`src/rtl/network_4.sv`:
```
// network_4: 2x2 mesh of collective reduction nodes with 1-cycle neighbour links; valid pulses 2 cycles after injection.
// No backpressure: packets failing acceptance are dropped. Define REDUCE_SATURATE_EN for saturating sums.

module network_4_node #(
  parameter int          DATA_W  = 32,
  parameter int          PKT_W   = 84,
  parameter int          COMM_W  = 50,
  parameter logic [8:0]  MY_ADDR = 9'd0
) (
  input  logic                    clk,
  input  logic                    rst,
  input  logic [PKT_W-1:0]        in_xpos_inject,
  input  logic [PKT_W-1:0]        in_xneg_inject,
  input  logic [PKT_W-1:0]        in_ypos_inject,
  input  logic [PKT_W-1:0]        in_yneg_inject,
  input  logic [PKT_W-1:0]        reduce_me,
  input  logic [COMM_W-1:0]       newcomm,
  input  logic [3:0][PKT_W-1:0]   rx_pkt,
  input  logic                    clr,
  output logic [3:0][PKT_W-1:0]   link_pkt,
  output logic                    done
);

  logic [3:0][PKT_W-1:0] link_q, link_d;
  logic                  comm_vld_q, comm_vld_d;
  logic [7:0]            comm_ctx_q, comm_ctx_d;
  logic [2:0]            comm_lg_q, comm_lg_d;
  logic [DATA_W-1:0]     acc_q, acc_d;
  logic [2:0]            cnt_q, cnt_d;
  logic [7:0]            tag_q, tag_d;
  logic                  busy_q, busy_d;
  logic                  done_q, done_d;

  logic [4:0][PKT_W-1:0] cand;
  logic [4:0]            ok;
  logic                  found;
  logic [7:0]            tag_ref;
  logic [DATA_W+2:0]     sum;
  logic [2:0]            n_take;
  logic [3:0]            cnt_sum;
  logic                  unused_bits;

  always_comb begin
    link_d[0] = in_xpos_inject[81] ? in_xpos_inject : '0;
    link_d[1] = in_xneg_inject[81] ? in_xneg_inject : '0;
    link_d[2] = in_ypos_inject[81] ? in_ypos_inject : '0;
    link_d[3] = in_yneg_inject[81] ? in_yneg_inject : '0;

    comm_vld_d = comm_vld_q;
    comm_ctx_d = comm_ctx_q;
    comm_lg_d  = comm_lg_q;
    if (newcomm[49]) begin
      comm_vld_d = 1'b1;
      comm_ctx_d = newcomm[48:41];
      comm_lg_d  = newcomm[20:18];
    end

    // Slot 0 is the local contribution, slots 1..4 the four neighbour links.
    cand[0] = reduce_me;
    cand[1] = rx_pkt[0];
    cand[2] = rx_pkt[1];
    cand[3] = rx_pkt[2];
    cand[4] = rx_pkt[3];

    unused_bits = ^{newcomm[40:21], newcomm[17:0]};
    ok = '0;
    for (int i = 0; i < 5; i++) begin
      unused_bits = unused_bits ^ (^{cand[i][83:82], cand[i][80:54],
                                      cand[i][37:36], cand[i][33:32]});
      ok[i] = comm_vld_q && cand[i][81] &&
              (cand[i][53:46] == comm_ctx_q) && (cand[i][35:34] == 2'b11) &&
              ((i == 0) ? cand[i][83] : (cand[i][80:72] == MY_ADDR));
    end

    // An idle unit adopts the tag of the first accepted packet this cycle.
    found   = busy_q;
    tag_ref = tag_q;
    for (int i = 0; i < 5; i++) begin
      if (ok[i] && !found) begin
        found   = 1'b1;
        tag_ref = cand[i][45:38];
      end
    end

    sum    = {3'b000, acc_q};
    n_take = 3'd0;
    for (int i = 0; i < 5; i++) begin
      if (ok[i] && (cand[i][45:38] == tag_ref) && !done_q) begin
        sum    = sum + {3'b000, cand[i][DATA_W-1:0]};
        n_take = n_take + 3'd1;
      end
    end
    cnt_sum = {1'b0, cnt_q} + {1'b0, n_take};

`ifdef REDUCE_SATURATE_EN
    acc_d = (|sum[DATA_W+2:DATA_W]) ? {DATA_W{1'b1}} : sum[DATA_W-1:0];
`else
    acc_d = sum[DATA_W-1:0];
`endif
    cnt_d  = (cnt_sum > 4'd7) ? 3'd7 : cnt_sum[2:0];
    tag_d  = tag_ref;
    busy_d = busy_q || (n_take != 3'd0);
    done_d = done_q || ((n_take != 3'd0) && (cnt_sum >= ({1'b0, comm_lg_q} + 4'd1)));

    if (clr) begin
      acc_d  = '0;
      cnt_d  = '0;
      tag_d  = '0;
      busy_d = 1'b0;
      done_d = 1'b0;
    end
  end

  always_ff @(posedge clk) begin
    if (rst) begin
      link_q     <= '0;
      comm_vld_q <= 1'b0;
      comm_ctx_q <= '0;
      comm_lg_q  <= '0;
      acc_q      <= '0;
      cnt_q      <= '0;
      tag_q      <= '0;
      busy_q     <= 1'b0;
      done_q     <= 1'b0;
    end else begin
      link_q     <= link_d;
      comm_vld_q <= comm_vld_d;
      comm_ctx_q <= comm_ctx_d;
      comm_lg_q  <= comm_lg_d;
      acc_q      <= acc_d;
      cnt_q      <= cnt_d;
      tag_q      <= tag_d;
      busy_q     <= busy_d;
      done_q     <= done_d;
    end
  end

  assign link_pkt = link_q;
  assign done     = done_q;

endmodule

module network_4 #(
  parameter int DATA_W = 32,
  parameter int PKT_W  = 84,
  parameter int COMM_W = 50
) (
  input  logic              clk,
  input  logic              rst,
  input  logic [PKT_W-1:0]  in_xpos_inject_0_0_0,
  input  logic [PKT_W-1:0]  in_xneg_inject_0_0_0,
  input  logic [PKT_W-1:0]  in_ypos_inject_0_0_0,
  input  logic [PKT_W-1:0]  in_yneg_inject_0_0_0,
  input  logic [PKT_W-1:0]  reduce_me_0_0_0,
  input  logic [COMM_W-1:0] newcomm_0_0_0,
  input  logic [PKT_W-1:0]  in_xpos_inject_0_0_1,
  input  logic [PKT_W-1:0]  in_xneg_inject_0_0_1,
  input  logic [PKT_W-1:0]  in_ypos_inject_0_0_1,
  input  logic [PKT_W-1:0]  in_yneg_inject_0_0_1,
  input  logic [PKT_W-1:0]  reduce_me_0_0_1,
  input  logic [COMM_W-1:0] newcomm_0_0_1,
  input  logic [PKT_W-1:0]  in_xpos_inject_0_1_0,
  input  logic [PKT_W-1:0]  in_xneg_inject_0_1_0,
  input  logic [PKT_W-1:0]  in_ypos_inject_0_1_0,
  input  logic [PKT_W-1:0]  in_yneg_inject_0_1_0,
  input  logic [PKT_W-1:0]  reduce_me_0_1_0,
  input  logic [COMM_W-1:0] newcomm_0_1_0,
  input  logic [PKT_W-1:0]  in_xpos_inject_0_1_1,
  input  logic [PKT_W-1:0]  in_xneg_inject_0_1_1,
  input  logic [PKT_W-1:0]  in_ypos_inject_0_1_1,
  input  logic [PKT_W-1:0]  in_yneg_inject_0_1_1,
  input  logic [PKT_W-1:0]  reduce_me_0_1_1,
  input  logic [COMM_W-1:0] newcomm_0_1_1,
  output logic              valid
);

  logic [3:0][PKT_W-1:0] link [4];
  logic [3:0][PKT_W-1:0] rx   [4];
  logic [3:0]            done;
  logic                  valid_q, valid_d;

  // In a 2-wide mesh both pos and neg links of a dimension reach the same node.
  assign rx[0] = {link[2][3], link[2][2], link[1][1], link[1][0]};
  assign rx[1] = {link[3][3], link[3][2], link[0][1], link[0][0]};
  assign rx[2] = {link[0][3], link[0][2], link[3][1], link[3][0]};
  assign rx[3] = {link[1][3], link[1][2], link[2][1], link[2][0]};

  network_4_node #(.DATA_W(DATA_W), .PKT_W(PKT_W), .COMM_W(COMM_W), .MY_ADDR(9'd0)) u_node_0_0_0 (
    .clk(clk), .rst(rst),
    .in_xpos_inject(in_xpos_inject_0_0_0), .in_xneg_inject(in_xneg_inject_0_0_0),
    .in_ypos_inject(in_ypos_inject_0_0_0), .in_yneg_inject(in_yneg_inject_0_0_0),
    .reduce_me(reduce_me_0_0_0), .newcomm(newcomm_0_0_0),
    .rx_pkt(rx[0]), .clr(valid_q), .link_pkt(link[0]), .done(done[0])
  );

  network_4_node #(.DATA_W(DATA_W), .PKT_W(PKT_W), .COMM_W(COMM_W), .MY_ADDR(9'd1)) u_node_0_0_1 (
    .clk(clk), .rst(rst),
    .in_xpos_inject(in_xpos_inject_0_0_1), .in_xneg_inject(in_xneg_inject_0_0_1),
    .in_ypos_inject(in_ypos_inject_0_0_1), .in_yneg_inject(in_yneg_inject_0_0_1),
    .reduce_me(reduce_me_0_0_1), .newcomm(newcomm_0_0_1),
    .rx_pkt(rx[1]), .clr(valid_q), .link_pkt(link[1]), .done(done[1])
  );

  network_4_node #(.DATA_W(DATA_W), .PKT_W(PKT_W), .COMM_W(COMM_W), .MY_ADDR(9'd8)) u_node_0_1_0 (
    .clk(clk), .rst(rst),
    .in_xpos_inject(in_xpos_inject_0_1_0), .in_xneg_inject(in_xneg_inject_0_1_0),
    .in_ypos_inject(in_ypos_inject_0_1_0), .in_yneg_inject(in_yneg_inject_0_1_0),
    .reduce_me(reduce_me_0_1_0), .newcomm(newcomm_0_1_0),
    .rx_pkt(rx[2]), .clr(valid_q), .link_pkt(link[2]), .done(done[2])
  );

  network_4_node #(.DATA_W(DATA_W), .PKT_W(PKT_W), .COMM_W(COMM_W), .MY_ADDR(9'd9)) u_node_0_1_1 (
    .clk(clk), .rst(rst),
    .in_xpos_inject(in_xpos_inject_0_1_1), .in_xneg_inject(in_xneg_inject_0_1_1),
    .in_ypos_inject(in_ypos_inject_0_1_1), .in_yneg_inject(in_yneg_inject_0_1_1),
    .reduce_me(reduce_me_0_1_1), .newcomm(newcomm_0_1_1),
    .rx_pkt(rx[3]), .clr(valid_q), .link_pkt(link[3]), .done(done[3])
  );

  // Done flags stay up through the pulse cycle; masking with valid_q keeps it one cycle.
  always_comb begin
    valid_d = (&done) && !valid_q;
  end

  always_ff @(posedge clk) begin
    if (rst) begin
      valid_q <= 1'b0;
    end else begin
      valid_q <= valid_d;
    end
  end

  assign valid = valid_q;

endmodule

```
`config.mk`:
```
export PLATFORM = sky130hd
export DESIGN_NAME = network_4
export DESIGN_NICKNAME = d
export VERILOG_FILES = /design/src/rtl/network_4.sv
export SDC_FILE = /design/constraint.sdc
export NUM_CORES = 1
export LEC_CHECK = 0
export BUFFER_PORTS_ARGS = -buffer_cell sky130_fd_sc_hd__buf_2
export CORE_AREA = 2 2 743 745
export CTS_CLUSTER_DIAMETER = 200
export DETAILED_ROUTE_END_ITERATION = 16
export DIE_AREA = 0 0 745 747
export GPL_TIMING_DRIVEN = 0
export SLEW_MARGIN = 20
export SYNTH_ARGS = -nofsm -noshare
export SYNTH_HDL_FRONTEND = slang
export SYNTH_SLANG_ARGS = --single-unit
```
`constraint.sdc`:
```
create_clock -name clk -period 6.85 [get_ports clk]
set_input_delay 0.685 -clock clk [delete_from_list [all_inputs] [get_ports clk]]
set_output_delay 0.685 -clock clk [all_outputs]
set_load 0.01 [all_outputs]
```
; ---- After elaboration in Yosys (flattened, before gate mapping)
; Index checks and enable logic that the tools add are counted.
[word_totals]
mem_bits_rw = 0
rom_bits = 0
latchBits = 0
inputBits = 1882
output_inout_bits = 1
regBits = 1413
memories = 0
elab_cells = 461
[op_classes]
multipliers = 0
bitwise = 16
n_reduce_logical = 204
n_lt_le_gt_ge = 8
n_shift = 0
mux = 76
n_eq_ne = 72
div_mod_pow = 0
add_sub_neg = 24
[ops]
columns = operator, n
row1 = 82-bit two-way mux, 16
row2 = 8-bit == test, 40
row3 = 8-bit two-way mux, 20
row4 = 1-bit logical AND, 145
row5 = "9-bit by 4-bit == test with 1-bit output, second input constant", 8
row6 = 3-bit two-way mux, 20
row7 = "2-bit == test, second input constant", 20
row8 = "3-bit by 1-bit adder with 3-bit output, second input constant", 12
row9 = "9-bit by 1-bit == test with 1-bit output, second input constant", 4
row10 = 9-bit logical NOT, 4
row11 = 2-bit OR reduction, 17
row12 = 1-bit logical NOT, 25
row13 = 1-bit two-way mux, 20
row14 = "3-bit by 1-bit adder with 4-bit output, second input constant", 4
row15 = 3-bit by 3-bit adder with 4-bit output, 4
row16 = 4-bit greater-or-equal comparator, 4
row17 = "4-bit by 3-bit greater-than comparator with 1-bit output, second input constant", 4
row18 = 1-bit NOT, 16
row19 = 3-bit nonzero test, 4
row20 = "1-bit by 1-bit adder with 2-bit output, second input constant", 4
row21 = 1-bit logical OR, 8
row22 = 4-bit AND reduction, 1

; ---- Logic depth before layout (Yosys ltp)
[depth]
word_depth = 34
mapped_depth = 31
ltp_nobuf = 29

; ---- By module
; Synthesis repeated with hierarchy kept, for this count alone.
[hier_totals]
cells_unflattened = 4727
hier_area_um2 = 50656.1
[modules_own_cells]
columns = mod, seq_area_each_um2, n_inst, area_per_inst_um2, cells_per_inst
row1 = network_4_node (u_node_0_0_0), 7226.9, 1, 12942.4, 1219
row2 = network_4_node (u_node_0_0_1), 7226.9, 1, 12629.6, 1171
row3 = network_4_node (u_node_0_1_1), 7226.9, 1, 12557.0, 1163
row4 = network_4_node (u_node_0_1_0), 7226.9, 1, 12487.0, 1170
row5 = network_4, 20.0, 1, 40.0, 4

; ---- Least setup slack after synthesis
; Ideal clock, no wire load.
[synth_timing]
path_type = input to register
startpoint = in reduce_me_0_1_0[49]
endpoint = reg u_node_0_1_0.done_q (netlist: u_node_0_1_0.done)
setup_ns = 0.120
t_required_ns = 6.730
path_buffers = 1
t_arrival_ns = 6.541
path_stages = 27
slack_ns = 0.189
path_cell_list = xnor2_1 nand2_1 or4_1 o21ai_0 a211oi_1 and2_1 or2_2 clkbuf_1 xnor2_1 or4_1 or4b_2 inv_1 ha_1 xor2_1 ha_1 mux2_2 ha_1 mux2_2 inv_1 fa_1 inv_1 ha_1 a21oi_1 nor2b_1 o21ai_0 a21oi_1 o31a_1
[synth_via]
elab_chain_len = 34
elab_cells_between_ends = 51
cone_classes = 5 x add/sub / 1 x order compare / 6 x eq/ne / 14 x mux / 25 x reduce/logical
[synth_lines]
columns = element, line
row1 = "start, declared", 166  ; input logic [PKT_W-1:0] reduce_me_0_1_0,
row2 = 8-bit == test (*), 71  ; (cand[i][53:46] == comm_ctx_q) && (cand[i][35:34] == 2'b11) &&
row3 = 1-bit logical AND (*), 70  ; ok[i] = comm_vld_q && cand[i][81] &&
row4 = 1-bit logical AND (*) (2 in series), 71
row5 = 1-bit logical AND, 79  ; if (ok[i] && !found) begin
row6 = 1-bit two-way mux, 79
row7 = 1-bit logical NOT, 79
row8 = 1-bit logical AND, 79
row9 = 1-bit two-way mux, 79
row10 = [17 not listed], --
row11 = 3-bit by 1-bit adder with 3-bit output, 90  ; n_take = n_take + 3'd1;
row12 = 3-bit two-way mux, 88  ; if (ok[i] && (cand[i][45:38] == tag_ref) && !done_q) begin
row13 = 3-bit by 1-bit adder with 3-bit output, 90
row14 = 3-bit two-way mux (*), 88
row15 = 3-bit by 3-bit adder with 4-bit output, 93  ; cnt_sum = {1'b0, cnt_q} + {1'b0, n_take};
row16 = 4-bit greater-or-equal comparator, 103  ; done_d = done_q || ((n_take != 3'd0) && (cnt_sum >= ({1'b0, comm_lg_q} + 4'd1)));
row17 = 1-bit logical AND (*), 103
row18 = 1-bit logical OR (*), 103
row19 = "end signal, assigned", 134  ; done_q <= done_d;
row20 = "end, declared", 32  ; logic done_q, done_d;
; Every way passes the cells marked *; elsewhere a longest branch is shown, timed or not.
; A chain may end at the register's enable or synchronous reset.

; ---- Final worst setup path
[layout_timing]
startpoint = reg u_node_0_1_1.comm_ctx_q[6]
endpoint = reg u_node_0_1_1.done_q (netlist: u_node_0_1_1.done)
[layout_via]
elab_chain_len = 34
elab_cells_between_ends = 67
cone_classes = 5 x add/sub / 1 x order compare / 10 x eq/ne / 14 x mux / 37 x reduce/logical
[layout_lines]
columns = element, line
row1 = "start, declared", 26  ; logic [7:0] comm_ctx_q, comm_ctx_d;
row2 = "start signal, assigned", 128  ; comm_ctx_q <= comm_ctx_d;
row3 = 8-bit == test, 71
row4 = 1-bit logical AND, 70
row5 = 1-bit logical AND (2 in series), 71
row6 = 1-bit logical AND, 79
row7 = 1-bit two-way mux, 79
row8 = 1-bit logical NOT, 79
row9 = 1-bit logical AND, 79
row10 = 1-bit two-way mux, 79
row11 = [17 not listed], --
row12 = 3-bit by 1-bit adder with 3-bit output, 90
row13 = 3-bit two-way mux, 88
row14 = 3-bit by 1-bit adder with 3-bit output, 90
row15 = 3-bit two-way mux (*), 88
row16 = 3-bit by 3-bit adder with 4-bit output, 93
row17 = 4-bit greater-or-equal comparator, 103
row18 = 1-bit logical AND (*), 103
row19 = 1-bit logical OR (*), 103
row20 = "end signal, assigned", 134
row21 = "end, declared", 32
; Marks and branches as above.

==> metrics.md <==
| Metric | Value |
|---|---|
| Core Footprint | `548,000 sq um` |
| Lkg Pwr | `15.6 nW` |
| Clock H-tree levels | `3` |
| CTS Buffer Depth | `4` |
| Nets | `5,552` |
| Final setup violation count | `0` |
| Gate Count Post-Synth | `2,761` |
| Fill cells | `63.9k` |
| Vias in the first global route | `23.3k` |
| Relative slew slack | `20.8%` |
| Mapped Area | `25,600 sq um` |
| Top_reg_cell synth | `dfxtp_1` |
| Final core occ | `8.00%` |
| Top cell type's share of synthesized area | `43.0%` |
| # clock sinks | `549` |
| Pre-CTS setup slack | `-1970 ps` |
| Critical path's slowest cell | `fa_1` |
| Asr flop ratio synth | `0%` |
| Cell with the most instances after synthesis | `dfxtp_1` |
| # DRC | `0` |
| Slew Limit Fails | `0` |
| Rows | `272` |
| Worst vdd ir | `0.164 mV` |
| First-pass GRT wire length | `220,000 um` |
| Wire per inst | `16.0 um` |
| Fin. Hold Viols | `0` |
| Largest fanout on the critical path | `7` |
| Register bit total from synthesis | `549` |
| Drt pass-1 iters | `6` |
| Routed Antenna Nets | `0` |
| Final Skew | `74.8 ps` |
| Worst setup margin | `200 ps` |
| Overflow after GRT | `0` |
| HP Class | `in -> reg` |
| Layout cells sized above 1 | `29.9%` |
| Crit path largest cell delay | `440 ps` |
| Status | `finished, final reports clean` |
| Die area | `557,000 sq um` |
| CP required | `7480 ps` |
| Yosys warnings | `0` |
| CTS tree | `yes` |
| Crit path max-delay family | `simple AND/OR/NAND/NOR gates` |
| Mapped Nets | `4,695` |
| Port Buffers | `578` |
| Largest net degree at the start of global routing | `14` |
| Critical path startpoint category | `flop` |
| Initial DRC count | `1,854` |
| Via Count | `24.2k` |
| Max cap viols | `0` |
| Number of synthesized flops with an enable pin | `0` |
| Crit path time final | `6650 ps` |
| WL final | `175,000 um` |
| CP Buf/Inv Count | `7` |
| Fmax | `150 MHz` |
| Power density cells | `195 nW/um^2` |
| Worst-path clk slew | `70 ps` |
| GRT Total Usage | `6.05%` |
| CP Capture Type | `flop` |
| Sequential cell area | `11,000 sq um` |
| Die X | `745 um` |
| Placed cell areas | `37,900 sq um` |
| Multi-input logic area | `14,800 sq um` |
| Post-Layout Cell Count | `11.0k` |
| Clock root buffer | `clkbuf_16` |
| Placed Cells | `10.6k` |
| Final cycle utilization of the critical path | `97.1%` |
| Placed wire-length estimate | `152,000 um` |
| Top Ports | `1,883` |
| Synthesis-to-finish area growth | `71.3%` |
| Routability cong. | `0.894` |
| Critical Path AT | `7280 ps` |
| Actual slew at the worst max-slew pin | `1160 ps` |
| Initial antenna violation count | `151` |
| Crit path kind | `reg -> reg` |
| Top post-synthesis cells by area | `dfxtp_1 43%, and2_1 11%, xnor2_1 6.4%` |
| Die Y | `747 um` |
| Yosys top cell by area | `dfxtp_1` |
| Commonest cells in the synthesized netlist | `549 x dfxtp_1, 445 x and2_1, 199 x nor2_1, 188 x xnor2_1, 115 x nand2_1` |
| Hold WS | `84.6 ps` |
| Vias per cell | `2.20` |
| Layout Cell Area excl Fill | `43,800 sq um` |
| Yosys cell types | `106` |
| Seq/Total Area, Yosys | `43.0%` |
| Post-Syn Area per Cell | `9.27 sq um` |
| Initial core utilization | `4.67%` |
| Clock Latency Late Sink | `800 ps` |
| CTS buffer count | `76` |
==> cells by family (layout without fill, tap and decap cells) <==
group | count (synthesis) | after routing | synth area share (%)
fa+ha+maj | 52 | 52 | 2.66
other cells | 0 | 46 | 0
buf+inv | 213 | 1125 | 3.39
simple gates | 1213 | 1213 | 27.3
mux | 102 | 102 | 4.15
flops | 549 | 549 | 43.0
compound gates | 335 | 335 | 9.06
xor+xnor | 297 | 297 | 10.5
==> power by group <==
group	internal, W	switching (W)	total, W
Combinational	0.000473	0.000555	0.00103
Sequential	0.00332	0.0000994	0.00342
Clock	0.00241	0.00169	0.00410
==> registers in the layout (all words and copies together), names as in the netlist, 112 cells and up <==
signal	count
u_node_0_1_1.link_pkt	112
u_node_0_0_1.link_pkt	112
u_node_0_1_0.link_pkt	112
u_node_0_0_0.link_pkt	112
==> worst paths after layout <==
check	start	to	slack (ps)	cells past startpoint
worst max-delay path	u_node_0_1_1.comm_ctx_q[6]	u_node_0_1_1.done	200	27
worst min-delay path	in_ypos_inject_0_1_1[78]	u_node_0_1_1.link_pkt[246]	80	2
worst max register to register	u_node_0_1_1.comm_ctx_q[6]	u_node_0_1_1.done	200	27
worst min register to register	u_node_0_1_0.comm_vld_q	u_node_0_1_0.comm_vld_q	510	2
==> placed cells by master (no fill, tap or decap), types with 25 or more instances in the layout <==
cell type | synthesis | final
a21oi_1 | 77 | 63
and2_1 | 445 | 444
and3_1 | 27 | 25
buf_12 | 0 | 27
buf_2 | 28 | 583
buf_4 | 3 | 93
clkbuf_1 | 92 | 67
clkbuf_16 | 0 | 83
dfxtp_1 | 549 | 538
diode_2 | 0 | 46
dlygate4sd3_1 | 0 | 90
ha_1 | 48 | 42
inv_1 | 80 | 77
mux2i_1 | 87 | 87
nand2_1 | 115 | 107
nand3_1 | 53 | 48
nand4_1 | 74 | 74
nor2_1 | 199 | 192
nor2b_1 | 25 | 25
nor3_1 | 66 | 48
nor4_1 | 59 | 43
o21ai_0 | 59 | 50
xnor2_1 | 188 | 173
xor2_1 | 102 | 97
==> through the flow <==
step	setup TNS, ps	total power (W)
floorplan	0	0.00379
global placement	-39120	0.00433
detailed placement	-20860	0.00437
CTS	0	0.00880
global route	-75.8	0.00898
finish	0	0.00855
==> worst register-to-register path, cell delays in order, from the launching register on <==
cell and delay, ps:
dfxtp_2 320, buf_12 150, xnor2_1 170, nand4_1 330, clkbuf_16 310, or3_1 370, buf_4 170, mux2_2 230
a21oi_1 110, o31a_1 400, buf_4 150, buf_4 140, nor3b_1 430, o2111ai_1 290, nor4_4 280, mux2i_1 290
ha_1 260, mux2_2 280, ha_1 270, mux2_4 310, inv_1 80, fa_1 440, inv_1 80, ha_1 230
a21oi_2 120, nor2b_1 60, o21ai_2 130, a221oi_2 70
==> final cells by class <==
type,instances,area share [%]
antenna,46,0.263
buffer,123,2.24
clock buffer,98,4.78
clock inverter,35,0.974
inverter,80,0.685
multi-input combinational,1999,33.7
sequential,549,25.1
tap,7261,20.7
timing repair buffer,789,11.5
==> timing repair <==
item	CTS	global route
gates resized for setup	199	123
hold endpoints to repair	90	0
hold buffers	90	0
pin swaps	35	45
endpoints found under the setup margin	20	5
gates cloned	0	1
buffers inserted	56	48
==> per-layer routing <==
metal / up-vias / share of wire [%] / track usage [%]
met5: - / 0.31 / 0
li1: 11328 / - / -
met1: 11165 / 40 / 7.10
met4: 86 / 3.9 / 1.99
met3: 389 / 12 / 2.95
met2: 1207 / 44 / 9.59
No activity file was read; power rests on OpenSTA's default activity.
